==> config.mk <==
export PLATFORM = sky130hd
export DESIGN_NAME = usb_device_protocol_flat
export DESIGN_NICKNAME = d
export VERILOG_FILES = /design/src/rtl/usb_pkg.sv /design/src/rtl/usb_device_protocol_if.sv /design/src/rtl/resp_timer.sv /design/src/rtl/usb_device_protocol.sv /design/src/flat_wrapper.sv
export SDC_FILE = /design/constraint.sdc
export NUM_CORES = 1
export LEC_CHECK = 0
export ABC_AREA = 1
export BUFFER_PORTS_ARGS = -buffer_cell sky130_fd_sc_hd__buf_2
export CAP_MARGIN = 20
export CELL_PAD_IN_SITES_DETAIL_PLACEMENT = 1
export CELL_PAD_IN_SITES_GLOBAL_PLACEMENT = 1
export CORE_ASPECT_RATIO = 0.8
export CORE_MARGIN = 1.5
export CORE_UTILIZATION = 33
export DETAILED_ROUTE_END_ITERATION = 12
export PLACE_DENSITY = 0.87
export RECOVER_POWER = 25
export SYNTH_ARGS = -nofsm -noshare
export SYNTH_HDL_FRONTEND = slang
export SYNTH_SLANG_ARGS = --single-unit
export TNS_END_PERCENT = 5
==> constraint.sdc <==
create_clock -name clk -period 4.5 [get_ports clk]
set_clock_uncertainty 0.1 [all_clocks]
set_input_delay 0.9 -clock clk [delete_from_list [all_inputs] [get_ports clk]]
set_output_delay 0.9 -clock clk [all_outputs]
set_load 0.005 [all_outputs]
==> src/rtl/usb_pkg.sv <==
// Shared types and constants for the USB device protocol engine: PIDs, packet
// field positions, FSM state encoding and packet builders.
package usb_pkg;

   localparam int PKT_W   = 99;
   localparam int SYNC_HI = 98;
   localparam int SYNC_LO = 91;
   localparam int PID_HI  = 90;
   localparam int PID_LO  = 83;
   localparam int ADDR_HI = 82;
   localparam int ADDR_LO = 76;
   localparam int ENDP_HI = 75;
   localparam int ENDP_LO = 72;
   localparam int PAY_HI  = 82;
   localparam int PAY_LO  = 19;

   localparam logic [7:0] SYNC      = 8'h01;
   localparam logic [7:0] PID_OUT   = 8'h87;
   localparam logic [7:0] PID_IN    = 8'h96;
   localparam logic [7:0] PID_DATA0 = 8'hC3;
   localparam logic [7:0] PID_ACK   = 8'h4B;
   localparam logic [7:0] PID_NAK   = 8'h5A;

   localparam logic [3:0] MAX_ERR = 4'd8;
   localparam logic [7:0] TIMEOUT = 8'd255;

   typedef enum logic [2:0] {
      IDLE    = 3'd0,
      RX_WAIT = 3'd1,
      HS_SEND = 3'd2,
      TX_SEND = 3'd3,
      HS_WAIT = 3'd4
   } state_e;

   function automatic logic [PKT_W-1:0] mk_hs(input logic [7:0] pid);
      return {SYNC, pid, 83'd0};
   endfunction

   function automatic logic [PKT_W-1:0] mk_data(input logic [63:0] payload);
      return {SYNC, PID_DATA0, payload, 19'd0};
   endfunction

endpackage

==> src/rtl/usb_device_protocol_if.sv <==
// Packet/payload bus between the protocol engine (slave) and its host-side
// decoder/encoder and application logic (master).
interface usb_device_protocol_if;
   import usb_pkg::*;

   logic [PKT_W-1:0] pktIn;
   logic             pktInAvail;
   logic             validIn;
   logic [63:0]      txData;
   logic             txDataValid;
   logic             readyEC;
   logic             nrzi_avail;
   logic [PKT_W-1:0] pktOut;
   logic             pktOutAvail;
   logic [63:0]      rxData;
   logic             rxDataValid;
   logic             txDataTaken;
   logic             done;
   logic             success;
   logic             re;

   modport slave (
      input  pktIn, pktInAvail, validIn, txData, txDataValid, readyEC, nrzi_avail,
      output pktOut, pktOutAvail, rxData, rxDataValid, txDataTaken, done, success, re
   );

   modport master (
      output pktIn, pktInAvail, validIn, txData, txDataValid, readyEC, nrzi_avail,
      input  pktOut, pktOutAvail, rxData, rxDataValid, txDataTaken, done, success, re
   );

endinterface

==> src/rtl/resp_timer.sv <==
// Response timer: 8-bit up-counter that stops at TIMEOUT and flags expiry.
module resp_timer
   import usb_pkg::*;
(
   input  logic clk,
   input  logic rst,
   input  logic clr,
   input  logic en,
   output logic expired
);

   logic [7:0] cnt_q, cnt_d;

   always_comb begin
      cnt_d = cnt_q;
      if (clr)
         cnt_d = 8'd0;
      else if (en && cnt_q != TIMEOUT)
         cnt_d = cnt_q + 8'd1;
   end

   always_ff @(posedge clk) begin
      if (rst) cnt_q <= 8'd0;
      else     cnt_q <= cnt_d;
   end

   assign expired = (cnt_q == TIMEOUT);

endmodule

==> src/rtl/usb_device_protocol.sv <==
// USB device transaction engine for one address/endpoint: OUT receive with
// ACK/NAK, IN transmit with handshake wait, retry and error accounting.
module usb_device_protocol
   import usb_pkg::*;
#(
   parameter logic [6:0] DEV_ADDR = 7'd5,
   parameter logic [3:0] DEV_ENDP = 4'd4
) (
   input logic                  clk,
   input logic                  rst,
   usb_device_protocol_if.slave bus
);

   state_e           state_q, state_d, hs_ret_q, hs_ret_d;
   logic             hs_succ_q, hs_succ_d;
   logic [3:0]       err_cnt_q, err_cnt_d, err_inc;
   logic [PKT_W-1:0] pkt_out_q, pkt_out_d;
   logic [63:0]      rx_data_q, rx_data_d;
   logic             rx_valid_q, rx_valid_d, tx_taken_q, tx_taken_d;
   logic             done_q, done_d, success_q, success_d, re_q, re_d;
   logic             pkt_out_avail, tmr_clr, tmr_en, tmr_expired;
   logic [7:0]       pid;
   logic             tok_ok, rx_good, hs_ack, in_wait, wait_err, err_max;
   logic             unused_pkt_bits;

   assign pid     = bus.pktIn[PID_HI:PID_LO];
   assign tok_ok  = bus.pktInAvail && bus.validIn && (pid == PID_OUT || pid == PID_IN) &&
                    bus.pktIn[ADDR_HI:ADDR_LO] == DEV_ADDR &&
                    bus.pktIn[ENDP_HI:ENDP_LO] == DEV_ENDP;
   assign rx_good = bus.pktInAvail && bus.validIn && pid == PID_DATA0;
   assign hs_ack  = bus.pktInAvail && bus.validIn && pid == PID_ACK;
   assign in_wait = (state_q == RX_WAIT) || (state_q == HS_WAIT);
   // Any packet other than the expected one, or silence past the timeout, is a retryable error
   assign wait_err = in_wait && (bus.pktInAvail || tmr_expired) &&
                     !((state_q == RX_WAIT) ? rx_good : hs_ack);
   assign err_inc  = err_cnt_q + 4'd1;
   assign err_max  = (err_inc == MAX_ERR);
   assign unused_pkt_bits = ^{bus.pktIn[SYNC_HI:SYNC_LO], bus.pktIn[PAY_LO-1:0]};

   always_ff @(posedge clk) begin
      if (rst) state_q <= IDLE;
      else     state_q <= state_d;
   end

   always_comb begin
      state_d = state_q;
      case (state_q)
         IDLE:
            if (tok_ok)
               state_d = (pid == PID_OUT) ? RX_WAIT : (bus.txDataValid ? TX_SEND : HS_SEND);
         RX_WAIT:
            if (rx_good)       state_d = HS_SEND;
            else if (wait_err) state_d = err_max ? IDLE : (bus.pktInAvail ? HS_SEND : RX_WAIT);
         HS_SEND:
            if (bus.readyEC) state_d = hs_ret_q;
         TX_SEND:
            if (bus.readyEC) state_d = HS_WAIT;
         HS_WAIT:
            if (hs_ack)        state_d = IDLE;
            else if (wait_err) state_d = err_max ? IDLE : TX_SEND;
         default: state_d = IDLE;
      endcase
   end

   always_comb begin
      pkt_out_avail = (state_q == HS_SEND) || (state_q == TX_SEND);
      pkt_out_d     = pkt_out_q;
      hs_ret_d      = hs_ret_q;
      hs_succ_d     = hs_succ_q;
      rx_data_d     = rx_data_q;
      rx_valid_d    = 1'b0;
      tx_taken_d    = 1'b0;
      done_d        = 1'b0;
      success_d     = 1'b0;
      err_cnt_d     = err_cnt_q;

      // Outgoing packet is captured on entry so it holds steady while the encoder stalls
      if (state_d != state_q) begin
         if (state_d == HS_SEND) begin
            hs_succ_d = (state_q == RX_WAIT) && rx_good;
            hs_ret_d  = (state_q == RX_WAIT && !rx_good) ? RX_WAIT : IDLE;
            pkt_out_d = mk_hs(((state_q == RX_WAIT) && rx_good) ? PID_ACK : PID_NAK);
         end else if (state_d == TX_SEND) begin
            pkt_out_d = mk_data(bus.txData);
         end
      end

      if (state_q == RX_WAIT && rx_good) begin
         rx_data_d  = bus.pktIn[PAY_HI:PAY_LO];
         rx_valid_d = 1'b1;
      end

      if (state_q == HS_SEND && bus.readyEC && hs_ret_q == IDLE) begin
         done_d    = 1'b1;
         success_d = hs_succ_q;
      end else if (state_q == HS_WAIT && hs_ack) begin
         done_d     = 1'b1;
         success_d  = 1'b1;
         tx_taken_d = 1'b1;
      end else if (wait_err && err_max) begin
         done_d = 1'b1;
      end

      if (state_d == IDLE) err_cnt_d = 4'd0;
      else if (wait_err)   err_cnt_d = err_inc;

      tmr_clr = ((state_d == RX_WAIT) || (state_d == HS_WAIT)) &&
                ((state_d != state_q) || tmr_expired);
      tmr_en  = in_wait;
      re_d    = ((state_d == RX_WAIT) || (state_d == HS_WAIT)) && !bus.nrzi_avail;
   end

   always_ff @(posedge clk) begin
      if (rst) begin
         pkt_out_q  <= '0;
         hs_ret_q   <= IDLE;
         hs_succ_q  <= 1'b0;
         err_cnt_q  <= 4'd0;
         rx_data_q  <= 64'd0;
         rx_valid_q <= 1'b0;
         tx_taken_q <= 1'b0;
         done_q     <= 1'b0;
         success_q  <= 1'b0;
         re_q       <= 1'b0;
      end else begin
         pkt_out_q  <= pkt_out_d;
         hs_ret_q   <= hs_ret_d;
         hs_succ_q  <= hs_succ_d;
         err_cnt_q  <= err_cnt_d;
         rx_data_q  <= rx_data_d;
         rx_valid_q <= rx_valid_d;
         tx_taken_q <= tx_taken_d;
         done_q     <= done_d;
         success_q  <= success_d;
         re_q       <= re_d;
      end
   end

   resp_timer u_timer (
      .clk     (clk),
      .rst     (rst),
      .clr     (tmr_clr),
      .en      (tmr_en),
      .expired (tmr_expired)
   );

   assign bus.pktOut      = pkt_out_q;
   assign bus.pktOutAvail = pkt_out_avail;
   assign bus.rxData      = rx_data_q;
   assign bus.rxDataValid = rx_valid_q;
   assign bus.txDataTaken = tx_taken_q;
   assign bus.done        = done_q;
   assign bus.success     = success_q;
   assign bus.re          = re_q;

endmodule

==> src/flat_wrapper.sv <==
// flat-port wrapper written by rule: the top's interface ports become plain ports
module usb_device_protocol_flat import usb_pkg::*;
#(
   parameter logic [6:0] DEV_ADDR = 7'd5,
   parameter logic [3:0] DEV_ENDP = 4'd4
)
  (clk, rst, bus_pktIn, bus_pktInAvail, bus_validIn, bus_txData, bus_txDataValid, bus_readyEC, bus_nrzi_avail, bus_pktOut, bus_pktOutAvail, bus_rxData, bus_rxDataValid, bus_txDataTaken, bus_done, bus_success, bus_re);
  usb_device_protocol_if bus_i ();
  input logic clk;
  input logic rst;
  input wire logic [$bits(bus_i.pktIn)-1:0] bus_pktIn;
  input wire logic [$bits(bus_i.pktInAvail)-1:0] bus_pktInAvail;
  input wire logic [$bits(bus_i.validIn)-1:0] bus_validIn;
  input wire logic [$bits(bus_i.txData)-1:0] bus_txData;
  input wire logic [$bits(bus_i.txDataValid)-1:0] bus_txDataValid;
  input wire logic [$bits(bus_i.readyEC)-1:0] bus_readyEC;
  input wire logic [$bits(bus_i.nrzi_avail)-1:0] bus_nrzi_avail;
  output wire logic [$bits(bus_i.pktOut)-1:0] bus_pktOut;
  output wire logic [$bits(bus_i.pktOutAvail)-1:0] bus_pktOutAvail;
  output wire logic [$bits(bus_i.rxData)-1:0] bus_rxData;
  output wire logic [$bits(bus_i.rxDataValid)-1:0] bus_rxDataValid;
  output wire logic [$bits(bus_i.txDataTaken)-1:0] bus_txDataTaken;
  output wire logic [$bits(bus_i.done)-1:0] bus_done;
  output wire logic [$bits(bus_i.success)-1:0] bus_success;
  output wire logic [$bits(bus_i.re)-1:0] bus_re;
  assign bus_i.pktIn = bus_pktIn;
  assign bus_i.pktInAvail = bus_pktInAvail;
  assign bus_i.validIn = bus_validIn;
  assign bus_i.txData = bus_txData;
  assign bus_i.txDataValid = bus_txDataValid;
  assign bus_i.readyEC = bus_readyEC;
  assign bus_i.nrzi_avail = bus_nrzi_avail;
  assign bus_pktOut = bus_i.pktOut;
  assign bus_pktOutAvail = bus_i.pktOutAvail;
  assign bus_rxData = bus_i.rxData;
  assign bus_rxDataValid = bus_i.rxDataValid;
  assign bus_txDataTaken = bus_i.txDataTaken;
  assign bus_done = bus_i.done;
  assign bus_success = bus_i.success;
  assign bus_re = bus_i.re;
  usb_device_protocol #(.DEV_ADDR(DEV_ADDR), .DEV_ENDP(DEV_ENDP)) u_core (.clk(clk), .rst(rst), .bus(bus_i));
endmodule
# ---- After elaboration in Yosys (flattened, before gate mapping)
# Index checks and enable logic that the tools add are counted.
dict set report classes {
  n_addsub 2
  eq_ne 18
  muxes 24
  n_reduce_logical 35
}
# op count
set op_table {}
lappend op_table {{99-bit 2-to-1 mux} 2}
lappend op_table {{8-bit equality test (second input constant)} 4}
lappend op_table {{3-bit 2-to-1 mux} 9}
lappend op_table {{1-bit logical AND} 17}
lappend op_table {{3-bit one-hot mux with 5 select lines} 1}
lappend op_table {{3-bit by 2-bit equality test with 1-bit output (second input constant)} 4}
lappend op_table {{3-bit zero test} 3}
lappend op_table {{1-bit 2-to-1 mux} 9}
lappend op_table {{8-bit by 1-bit adder with 8-bit output (second input constant)} 1}
lappend op_table {{8-bit by 7-bit equality test with 1-bit output (second input constant)} 1}
lappend op_table {{8-bit inequality test (second input constant)} 1}
lappend op_table {{7-bit by 3-bit equality test with 1-bit output (second input constant)} 1}
lappend op_table {{3-bit by 1-bit equality test with 1-bit output (second input constant)} 2}
lappend op_table {{3-bit equality test (second input constant)} 2}
lappend op_table {{1-bit logical OR} 6}
lappend op_table {{2-bit OR reduction} 3}
lappend op_table {{5-bit 2-to-1 mux} 1}
lappend op_table {{4-bit by 1-bit adder with 4-bit output (second input constant)} 1}
lappend op_table {{4-bit by 3-bit equality test with 1-bit output (second input constant)} 1}
lappend op_table {{4-bit equality test (second input constant)} 1}
lappend op_table {{2-bit 2-to-1 mux} 2}
lappend op_table {{2-bit AND reduction} 2}
lappend op_table {{1-bit zero test} 3}
lappend op_table {{3-bit inequality test} 1}
lappend op_table {{2-bit nonzero test} 1}
dict set report word_totals {
  register_bits 187
  out_inout_bits 169
}

# ---- Depth between registers and ports, before layout
# Gate-level depths: netlist of run 1.
dict set report depth {
  depth_word 12
  ltp_mapped 18
}

# ---- Modules after synthesis
# From an unflattened synthesis of run 1, not the netlist that was laid out.
dict set report unflattened {
  hier_cells 852
  area_unflattened_um2 6495.0
}
# mod n_inst cells_each area_per_inst_um2
set by_module_without_submodules {}
lappend by_module_without_submodules {usb_device_protocol 1 780 6038.3}
lappend by_module_without_submodules {resp_timer 1 72 456.7}

# ---- Worst setup path after synthesis of run 1
# OpenSTA, ideal clock, no wires.
dict set report synth_path {
  path_type {input -> register}
  start {input port bus_pktIn[88]}
  end {register u_core.pkt_out_q[89], in the netlist u_core.bus.pktOut[89]}
  setup_ns 0.128
  arrival_time_ns 2.417
  required_ns 4.272
  path_slack_ns 1.855
  stages 16
  path_buffers 2
  path_cell_list {nor2_1 -> nand2_1 -> nor2_2 -> nand3_2 -> nand2_2 -> inv_2 -> nand2_2 -> nand2_1 -> nand3_1 -> nand3_2 -> inv_2 -> nor2_4 -> buf_4 -> buf_6 -> nor2_1 -> nor2_1}
}
dict set report synth_via {
  elab_chain_cells 11
  word_cells_on_any_way 26
  classes_between {7 x eq/ne; 9 x mux; 10 x reduce/logical}
}
# element line
set synth_rtl {}
lappend synth_rtl {{start, declared} flat_wrapper.sv:11} ;# input wire logic [$bits(bus_i.pktIn)-1:0] bus_pktIn;
lappend synth_rtl {{8-bit by 7-bit equality test with 1-bit output or 8-bit equality test (tied branches)} {usb_device_protocol.sv:31, usb_device_protocol.sv:30}}
lappend synth_rtl {{1-bit logical AND (on tied branches)} {usb_device_protocol.sv:31, usb_device_protocol.sv:30}}
lappend synth_rtl {{1-bit 2-to-1 mux} usb_device_protocol.sv:35} ;# !((state_q == RX_WAIT) ? rx_good : hs_ack);
lappend synth_rtl {{1-bit zero test} usb_device_protocol.sv:35}
lappend synth_rtl {{1-bit logical AND} usb_device_protocol.sv:34} ;# assign wait_err = in_wait && (bus.pktInAvail || tmr_expired) &&
lappend synth_rtl {{3-bit 2-to-1 mux (on tied branches)} {usb_device_protocol.sv:60, usb_device_protocol.sv:53}}
lappend synth_rtl {{3-bit 2-to-1 mux (on tied branches)} {usb_device_protocol.sv:59, usb_device_protocol.sv:52}}
lappend synth_rtl {{3-bit one-hot mux with 5 select lines (*)} usb_device_protocol.sv:47} ;# case (state_q)
lappend synth_rtl {{3-bit by 2-bit equality test with 1-bit output (on tied branches)} {usb_device_protocol.sv:83, usb_device_protocol.sv:79}}
lappend synth_rtl {{2-bit nonzero test (no source line)} n/a}
lappend synth_rtl {{2-bit AND reduction (no source line)} n/a}
lappend synth_rtl {{end signal, assigned} usb_device_protocol.sv:126} ;# pkt_out_q <= pkt_out_d;
lappend synth_rtl {{end, declared} usb_device_protocol.sv:17} ;# logic [PKT_W-1:0] pkt_out_q, pkt_out_d;
# Mark *: on every way between the ends. The rest lies on a longest branch, timed or not.
# A chain may end at the register's enable or synchronous reset.

# ---- Worst setup path after layout of run 1
dict set report layout_path {
  start {input port bus_pktIn[88]}
  end {register u_core.pkt_out_q[68], in the netlist u_core.bus.pktOut[68]}
}
# The elaborated chain is that of the path after synthesis.

==> results.cfg, run 1 <==
[timing]
hold_ws_ns = 0.341
tightestPinTransition_ns = 0.746
period_share_pct = 75.5
layout_min_cycle_time_ns = 3.40
finalSetupTns_ns = 0
hold_violations = 0
relSlewSlack_pct = 50.3
setup_viol = 0
rsz0062_at_grt = no
finalMaxSlewViolations = 0
setup_slack_ns = 1.10
fmax_mhz = 294

[setup_path]
cp_max_fo = 36
required_ns = 4.75
path_cells = buf_2 > nor2_1 > nand2_1 > nor2_1 > nand2_1 > nand2_1 > nand2_2 > nand2_2 > nand2_1 > nand3_1 > nand3_2 > inv_2 > nor2_4 > inv_2 > nand2_4 > a21oi_1
criticalPathCategory = in -> reg
arrival_ns = 3.64
slowest_stage = inv_2
startpoint_type = input port
crit_path_end_kind = flip-flop
crit_top_cell = nand2_1
max_stage_delay_ns = 0.46

[power]
p_leak_nw = 3.76
p_per_area_nw_per_um2 = 362
peakVddDrop_mv = 0.221

[floorplanning]
row_count = 44
dieArea_sq_um = 19800
die-height_um = 126
dieWidth_um = 157
io_pins = 339
coreArea_sq_um = 18300
start_util_pct = 34.1

[cts]
cts_hold_buf = 0
worstSkewPairLatency_ns = 0.42
cts_setup_buffers = 0
cts.path.max_buffers = 2
htree_levels = 4
numCtsBuffers = 17
cts_resized = 0
cts_tree = built
cts_root_buf = clkbuf_16
clkTransAtPathRegs_ns = 0.07
cts.sinks = 155

[synthesis]
syn_inst = 818
synth_top_cell_area_share_pct = 49.7
synth_most_common_cell = dfxtp_1
synth-seq-cells = 155
synth.distinct_cells = 33
postSynthAreaPerCell_sq_um = 7.63
synthTopCellsByArea = dfxtp_1 (50%), a21oi_1 (11%), o21ai_0 (7.0%)
yosys.area.top_type = dfxtp_1
syn_area_sq_um = 6240
synth_edf_count = 0
yosys_warnings = 0
synthTopCellsByCount = dfxtp_1 (155), a21oi_1 (136), inv_1 (99)
synth-seq-area-share_pct = 49.7
yosys_most_used_dff = dfxtp_1
async_reset_ff_share_pct = 0

[placed_design]
globalplace.congestion = 0.825
io_buffers = 283
dp_slack_ns = 0.753
dpl.hpwl_mm = 14.6
place_area_sq_um = 7670

[route]
drt_iter0_markers = 308
viasPerCell = 4.60
num_vias = 6189
drc = 0
ant_nets = 0
wirelength_mm = 20.3
wl_per_cell_um = 15.1
drt-pass1-iter-count = 4

[finish]
drive_gt1_share_pct = 26.2
nFillCells = 2412
final_area_sq_um = 8240
diodes = 0
syn_to_final_growth_pct = 31.9
final_net_count = 1251

[run]
maxCapViolCount = 0

[worst_hold_path]
hold_class = reg -> reg

[grt]
grt_first_pass_wirelength_mm = 31.7
track_usage_pct = 20.4
first_global_vias = 6244
grt_start_max_net_pins = 132
grt_antenna_before_repair = 0
grt.overflow.total = 0

[outcome]
status = completed
-- cell type report --
type / instances / area, sq um / share of cell area (%)
clock buffer: 18 / 429 / 5.21
multi-input combinational: 510 / 2390 / 29.1
tap: 253 / 317 / 3.84
timing repair buffer: 290 / 1430 / 17.3
sequential: 155 / 3100 / 37.7
inverter: 105 / 394 / 4.78
clock inverter: 14 / 175 / 2.13
-- where the power goes --
group	total, mW	leakage [nW]	switching (mW)	internal [mW]
Combinational	0.121	2.21	0.0667	0.0547
Clock	1.49	0.298	0.642	0.845
Sequential	1.37	1.25	0.000000901	1.37
-- critical path, delay by kind of cell --
family                 cells  cell delay, ns
AND/OR/NAND/NOR           12            1.79
buffers and inverters      3            0.70
AO/OA/AOI/OAI              1            0.24
-- layer usage --
metal / GRT usage (%) / part of all wire (%) / vias to the layer above
li1: - / - / 3104
met1: 23.5 / 42 / 2889
met2: 36.4 / 50 / 173
met3: 5.57 / 6.0 / 23
met4: 6.39 / 1.5 / 0
met5: 0 / 0 / -
-- kinds of logic (layout without fill, tap and decap cells) --
logic type	count (synthesis)	count (layout)	share of synthesized area, %
and+or+nand+nor	243	243	16.5
AOI/OAI and AO/OA	228	228	18.4
buffers and inverters	180	427	13.6
DFF	155	155	49.7
xor gates and xnor gates	8	8	1.12
adders and majority gates	2	2	0.401
other	1	28	0.0601
muxes	1	1	0.160
-- worst paths after layout --
check	start	end	slack, ns	depth (start not counted)
hold reg to reg	u_core.bus.rxData[7]	u_core.bus.rxData[7]	0.34	2
setup reg to reg	u_core.u_timer.cnt_q[0]	u_core.bus.pktOut[68]	1.56	15
hold / removal	u_core.bus.rxData[7]	u_core.bus.rxData[7]	0.34	2
setup / recovery	bus_pktIn[88]	u_core.bus.pktOut[68]	1.10	16
-- sequential cells by signal (all words and copies together) (netlist names) --
signal	cells
u_core.bus.rxDataValid	1
u_core.hs_ret_q	1
u_core.hs_succ_q	1
u_core.bus.re	1
u_core.u_timer.cnt_q	8
u_core.bus.pktOut	69
u_core.state_q	3
u_core.bus.txDataTaken	1
u_core.bus.done	1
u_core.bus.rxData	64
u_core.err_cnt_q	4
u_core.bus.success	1
-- layout by cell type, fill, tap and decap left out, types with 5 or more instances in the layout --
cell / instances
o21ai_0: 87
inv_2: 6
nor2_1: 98
buf_4: 5
inv_6: 5
nor3_1: 16
dfxtp_1: 155
inv_1: 99
conb_1: 28
buf_2: 235
nand2_1: 92
nand3_1: 16
clkbuf_16: 17
clkbuf_1: 50
xor2_1: 7
a21oi_1: 136
nand4_1: 8
-- through the flow --
stage               util, %  std cells  power (mW)
floorplan                 -        845        1.47
CTS                    45.1       1344        3.01
global placement       41.9       1312        1.52
global route           44.9       1345        3.09
detailed placement     41.9       1312        1.52
finish                 44.9       1345        2.98
Power figures use the tool's default switching activity.
==> run 2, diff against run 1 <==
--- a/config.mk
+++ b/config.mk
@@ -12,9 +12,9 @@
 export CELL_PAD_IN_SITES_GLOBAL_PLACEMENT = 1
 export CORE_ASPECT_RATIO = 0.8
 export CORE_MARGIN = 1.5
-export CORE_UTILIZATION = 33
+export CORE_UTILIZATION = 30
 export DETAILED_ROUTE_END_ITERATION = 12
-export PLACE_DENSITY = 0.87
+export PLACE_DENSITY = 0.8
 export RECOVER_POWER = 25
 export SYNTH_ARGS = -nofsm -noshare
 export SYNTH_HDL_FRONTEND = slang
==> constraint.sdc (replaced) <==
create_clock -name clk -period 3.2 [get_ports clk]
set_clock_uncertainty 0.1 [all_clocks]
set_input_delay 0.64 -clock clk [delete_from_list [all_inputs] [get_ports clk]]
set_output_delay 0.64 -clock clk [all_outputs]
set_load 0.005 [all_outputs]
==> results.cfg, run 2 (synthesis gave the netlist of run 1 again) <==
[outcome]
status = completed

[cts]
worstSkewPairLatency_ns = 0.42
htree_levels = 4
cts_root_buf = clkbuf_16
cts_tree = built
cts.sinks = 155
clkTransAtPathRegs_ns = 0.07
numCtsBuffers = 17
cts_resized = 0
cts_hold_buf = 0
cts.path.max_buffers = 2
cts_setup_buffers = 0

[finish]
drive_gt1_share_pct = 25.8
nFillCells = 2589
final_net_count = 1256
layout_commonest_cell = buf_2
final_area_sq_um = 8310
syn_to_final_growth_pct = 33.0
largest_reg_flops = 69
final_cell_mix = buf_2 (226), dfxtp_1 (155), a21oi_1 (136)
diodes = 0

[setup_path]
criticalPathCategory = reg -> reg
required_ns = 3.38
arrival_ns = 2.96
startpoint_type = flip-flop
cp_max_fo = 36
crit_path_end_kind = flip-flop

[route]
ant_nets = 0
viasPerCell = 4.47
num_vias = 6081
drt_iter0_markers = 285
drc = 0
wirelength_mm = 19.8
wl_per_cell_um = 14.5
drt-pass1-iter-count = 4

[floorplanning]
die-height_um = 132
start_util_pct = 31.1
dieArea_sq_um = 21700
row_count = 46
dieWidth_um = 164
coreArea_sq_um = 20100
io_pins = 339

[power]
p_leak_nw = 3.73
peakVddDrop_mv = 0.343
p_per_area_nw_per_um2 = 499

[grt]
first_global_vias = 6061
grt_first_pass_wirelength_mm = 30.6
grt_antenna_before_repair = 0
track_usage_pct = 17.8
grt.overflow.total = 0
grt_start_max_net_pins = 132

[placed_design]
place_area_sq_um = 7760
io_buffers = 283
dpl.hpwl_mm = 14.7
globalplace.congestion = 0.819

[timing]
finalMaxSlewViolations = 0
finalSetupTns_ns = 0
hold_violations = 0
layout_min_cycle_time_ns = 2.78
rsz0062_at_grt = no
period_share_pct = 86.9
setup_viol = 0
fmax_mhz = 360

[run]
maxCapViolCount = 0

[worst_hold_path]
hold_class = in -> reg
-- run 2: metrics by stage --
stage                     utilization [%]  hold WS [ns]  power, mW  worst slack, ns  std cells
after detailed placement             38.6         0.332       2.14           0.0908       1328
final                                41.3         0.285       4.14            0.420       1361
after CTS                            41.6         0.264       4.21            0.418       1360
after global routing                 41.3         0.267       4.31           0.0635       1361
after floorplan                         -         0.329       2.06            0.815        845
after global placement               38.6         0.328       2.14            0.203       1328
-- run 2: area by class of cell --
type                       count  area [sq um]  area share [%]
tap                          264           330            3.98
multi-input combinational    510          2400            28.9
inverter                     105           394            4.75
clock inverter                14           159            1.91
timing repair buffer         295          1490            18.0
clock buffer                  18           429            5.17
sequential                   155          3100            37.4
-- run 2: worst paths after layout --
check	from	endpoint	slack, ns	depth (start not counted)
setup / recovery	u_core.u_timer.cnt_q[1]	u_core.bus.pktOut[23]	0.42	16
hold / removal	bus_nrzi_avail	u_core.bus.re	0.28	2
setup reg to reg	u_core.u_timer.cnt_q[1]	u_core.bus.pktOut[23]	0.42	16
hold reg to reg	u_core.bus.rxData[60]	u_core.bus.rxData[60]	0.34	2
-- run 2: per-layer routing --
metal	GRT usage, %	part of all wire (%)	routed length [um]	vias to the layer above
li1	-	-	-	3102
met1	20.5	42	8380	2779
met2	31.2	49	9600	168
met3	4.81	6.7	1320	32
met4	6.92	2.5	488	0
met5	0	0	0	-
-- run 2: critical path: stages (launching register included) --
cell,delay [ns]
dfxtp_1,0.36
ha_1,0.15
inv_1,0.05
nor2_1,0.19
nand2_1,0.14
nand2_1,0.11
nand2_2,0.07
inv_2,0.10
nand2_2,0.11
nand2_1,0.08
nand3_1,0.11
nand3_2,0.13
inv_2,0.07
nor2_4,0.19
inv_2,0.14
nand2_4,0.37
a21oi_1,0.14
-- run 2: report_power, final --
group          switching (mW)  internal, mW  leakage (nW)
logic                  0.0930        0.0794          2.21
registers          0.00000122          1.93          1.25
clock network           0.872          1.17         0.277
==> run 3, diff against run 2 <==
--- a/config.mk
+++ b/config.mk
@@ -8,13 +8,11 @@
 export ABC_AREA = 1
 export BUFFER_PORTS_ARGS = -buffer_cell sky130_fd_sc_hd__buf_2
 export CAP_MARGIN = 20
-export CELL_PAD_IN_SITES_DETAIL_PLACEMENT = 1
-export CELL_PAD_IN_SITES_GLOBAL_PLACEMENT = 1
 export CORE_ASPECT_RATIO = 0.8
 export CORE_MARGIN = 1.5
-export CORE_UTILIZATION = 30
+export CORE_UTILIZATION = 35
 export DETAILED_ROUTE_END_ITERATION = 12
-export PLACE_DENSITY = 0.8
+export PLACE_DENSITY = 0.66
 export RECOVER_POWER = 25
 export SYNTH_ARGS = -nofsm -noshare
 export SYNTH_HDL_FRONTEND = slang
==> results.cfg, run 3 (synthesis gave the netlist of run 1 again) <==
[outcome]
status = completed

[finish]
layout_commonest_cell = buf_2
regArea_sq_um = 3100
multi_input_area_sq_um = 2390
syn_to_final_growth_pct = 32.3
drive_gt1_share_pct = 26.1
largest_reg_flops = 69
final_net_count = 1257
final_cell_mix = buf_2 (234), dfxtp_1 (155), a21oi_1 (136)
diodes = 0
nFillCells = 1799
final_area_sq_um = 8260

[cts]
cts_resized = 0
clkTransAtPathRegs_ns = 0.06
cts_tree = built
cts_hold_buf = 0
worstSkewPairLatency_ns = 0.42
cts.sinks = 155
htree_levels = 4
numCtsBuffers = 17
cts_root_buf = clkbuf_16
cts.path.max_buffers = 2
cts_setup_buffers = 0

[setup_path]
arrival_ns = 2.89
cp_top_family = simple AND/OR/NAND/NOR gates
rrSetupSlack_ns = 0.55
r2r-start = u_core.state_q[1]
path_cells = inv_1 > nand3_1 > inv_2 > nand3_4 > nand2_2 > inv_2 > nand2_2 > nand2_1 > nand3_1 > nand3_2 > inv_2 > nor2_4 > inv_2 > nand2_4 > a21oi_1
crit_path_end_kind = flip-flop
startpoint_type = flip-flop
slowest_stage = dfxtp_1
cp_max_fo = 36
crit_buf_inv = 5
required_ns = 3.44
criticalPathCategory = reg -> reg
ff2ff_path_depth = 15
max_stage_delay_ns = 0.35
reg2reg_to = u_core.bus.pktOut[43]
worstSetupStartpoint = u_core.state_q[1]
crit_top_cell = inv_2

[floorplanning]
row_count = 43
start_util_pct = 35.9
die-height_um = 122
io_pins = 339
dieArea_sq_um = 18700
dieWidth_um = 152
coreArea_sq_um = 17400

[timing]
finalMaxSlewViolations = 0
layout_min_cycle_time_ns = 2.65
period_share_pct = 82.8
setup_slack_ns = 0.550
finalSetupTns_ns = 0
hold_violations = 0
setup_viol = 0
rsz0062_at_grt = no
fmax_mhz = 377

[placed_design]
dp_slack_ns = 0.210
globalplace.congestion = 0.809
place_area_sq_um = 7720
dpl.hpwl_mm = 12.8
io_buffers = 283

[grt]
first_global_vias = 5528
grt_first_pass_wirelength_mm = 27.7
grt_antenna_before_repair = 0
grt.overflow.total = 0
grt_start_max_net_pins = 132
track_usage_pct = 18.6

[power]
p_per_area_nw_per_um2 = 495
p_leak_nw = 3.78
p_comb_share_pct = 4.1
internal-power_mw = 3.25
peakVddDrop_mv = 0.268
clockPowerShare_pct = 48.7
pwr-share-seq_pct = 47.2
swShare_pct = 20.6
power.switching_mw = 0.843

[run]
maxCapViolCount = 0

[route]
wl_per_cell_um = 13.3
wirelength_mm = 17.6
ant_nets = 0
drt-pass1-iter-count = 4
drt_iter0_markers = 393
viasPerCell = 4.49
num_vias = 5933
drc = 0

[worst_hold_path]
hold_class = in -> reg
min_from = bus_nrzi_avail
hold_depth = 2
whs_endpoint = u_core.bus.re
run 3: changes by cell type in the layout (fill, tap and decap cells not counted), sizes merged:
cell and delta:
inv -7, clkinvlp -4, clkinv +4, clkbuf -4
buf +10, bufinv +1
run 3: worst reg2reg max path: cells and delay by family, from the launching register on:
family / cells / cell delay [ns]
DFF: 1 / 0.35
buffers and inverters: 5 / 0.74
and+or+nand+nor: 9 / 1.18
AOI/OAI and AO/OA: 1 / 0.23
run 3: how the worst max path moves through the flow:
| stage | end | slack (ns) | cells after the start |
|---|---|---|---|
| 2_1_floorplan | u_core.bus.pktOut[89] | 0.82 | 16 |
| 6_report | u_core.bus.pktOut[43] | 0.55 | 15 |
| 3_5_place_dp | u_core.bus.pktOut[40] | 0.21 | 16 |
| 4_1_cts | u_core.bus.pktOut[40] | 0.57 | 16 |
| 3_3_place_gp | u_core.bus.pktOut[81] | 0.33 | 16 |
| 5_1_grt | u_core.bus.pktOut[69] | 0.26 | 15 |
run 3: final cells by class:
type                       instances  area share [%]
inverter                         105            4.77
multi-input combinational        510            29.0
timing repair buffer             296            18.3
tap                              225            3.41
clock buffer                      23            5.55
sequential                       155            37.6
clock inverter                     8            1.44
run 3: through the flow:
| stage | hold WS [ns] | utilization (%) | std cells | power (mW) |
|---|---|---|---|---|
| floorplan | 0.329 | - | 845 | 2.06 |
| global placement | 0.329 | 44.4 | 1290 | 2.14 |
| detailed placement | 0.332 | 44.4 | 1290 | 2.14 |
| CTS | 0.255 | 47.7 | 1321 | 4.14 |
| global route | 0.269 | 47.5 | 1322 | 4.25 |
| finish | 0.272 | 47.5 | 1322 | 4.09 |
run 3: routing by layer:
layer	global-route usage, %	part of all wire, %
met1	23.9	46
met2	30.5	49
met3	4.34	4.2
met4	7.10	1.2
met5	0	0
run 3: power groups by stage:
stage | Combinational, mW | Clock (mW) | Sequential (mW)
after floorplan | 0.0885 | 0 | 1.97
after global placement | 0.166 | 0 | 1.97
after detailed placement | 0.167 | 0 | 1.97
after CTS | 0.168 | 2.05 | 1.93
after global routing | 0.190 | 2.13 | 1.93
final | 0.169 | 1.99 | 1.93
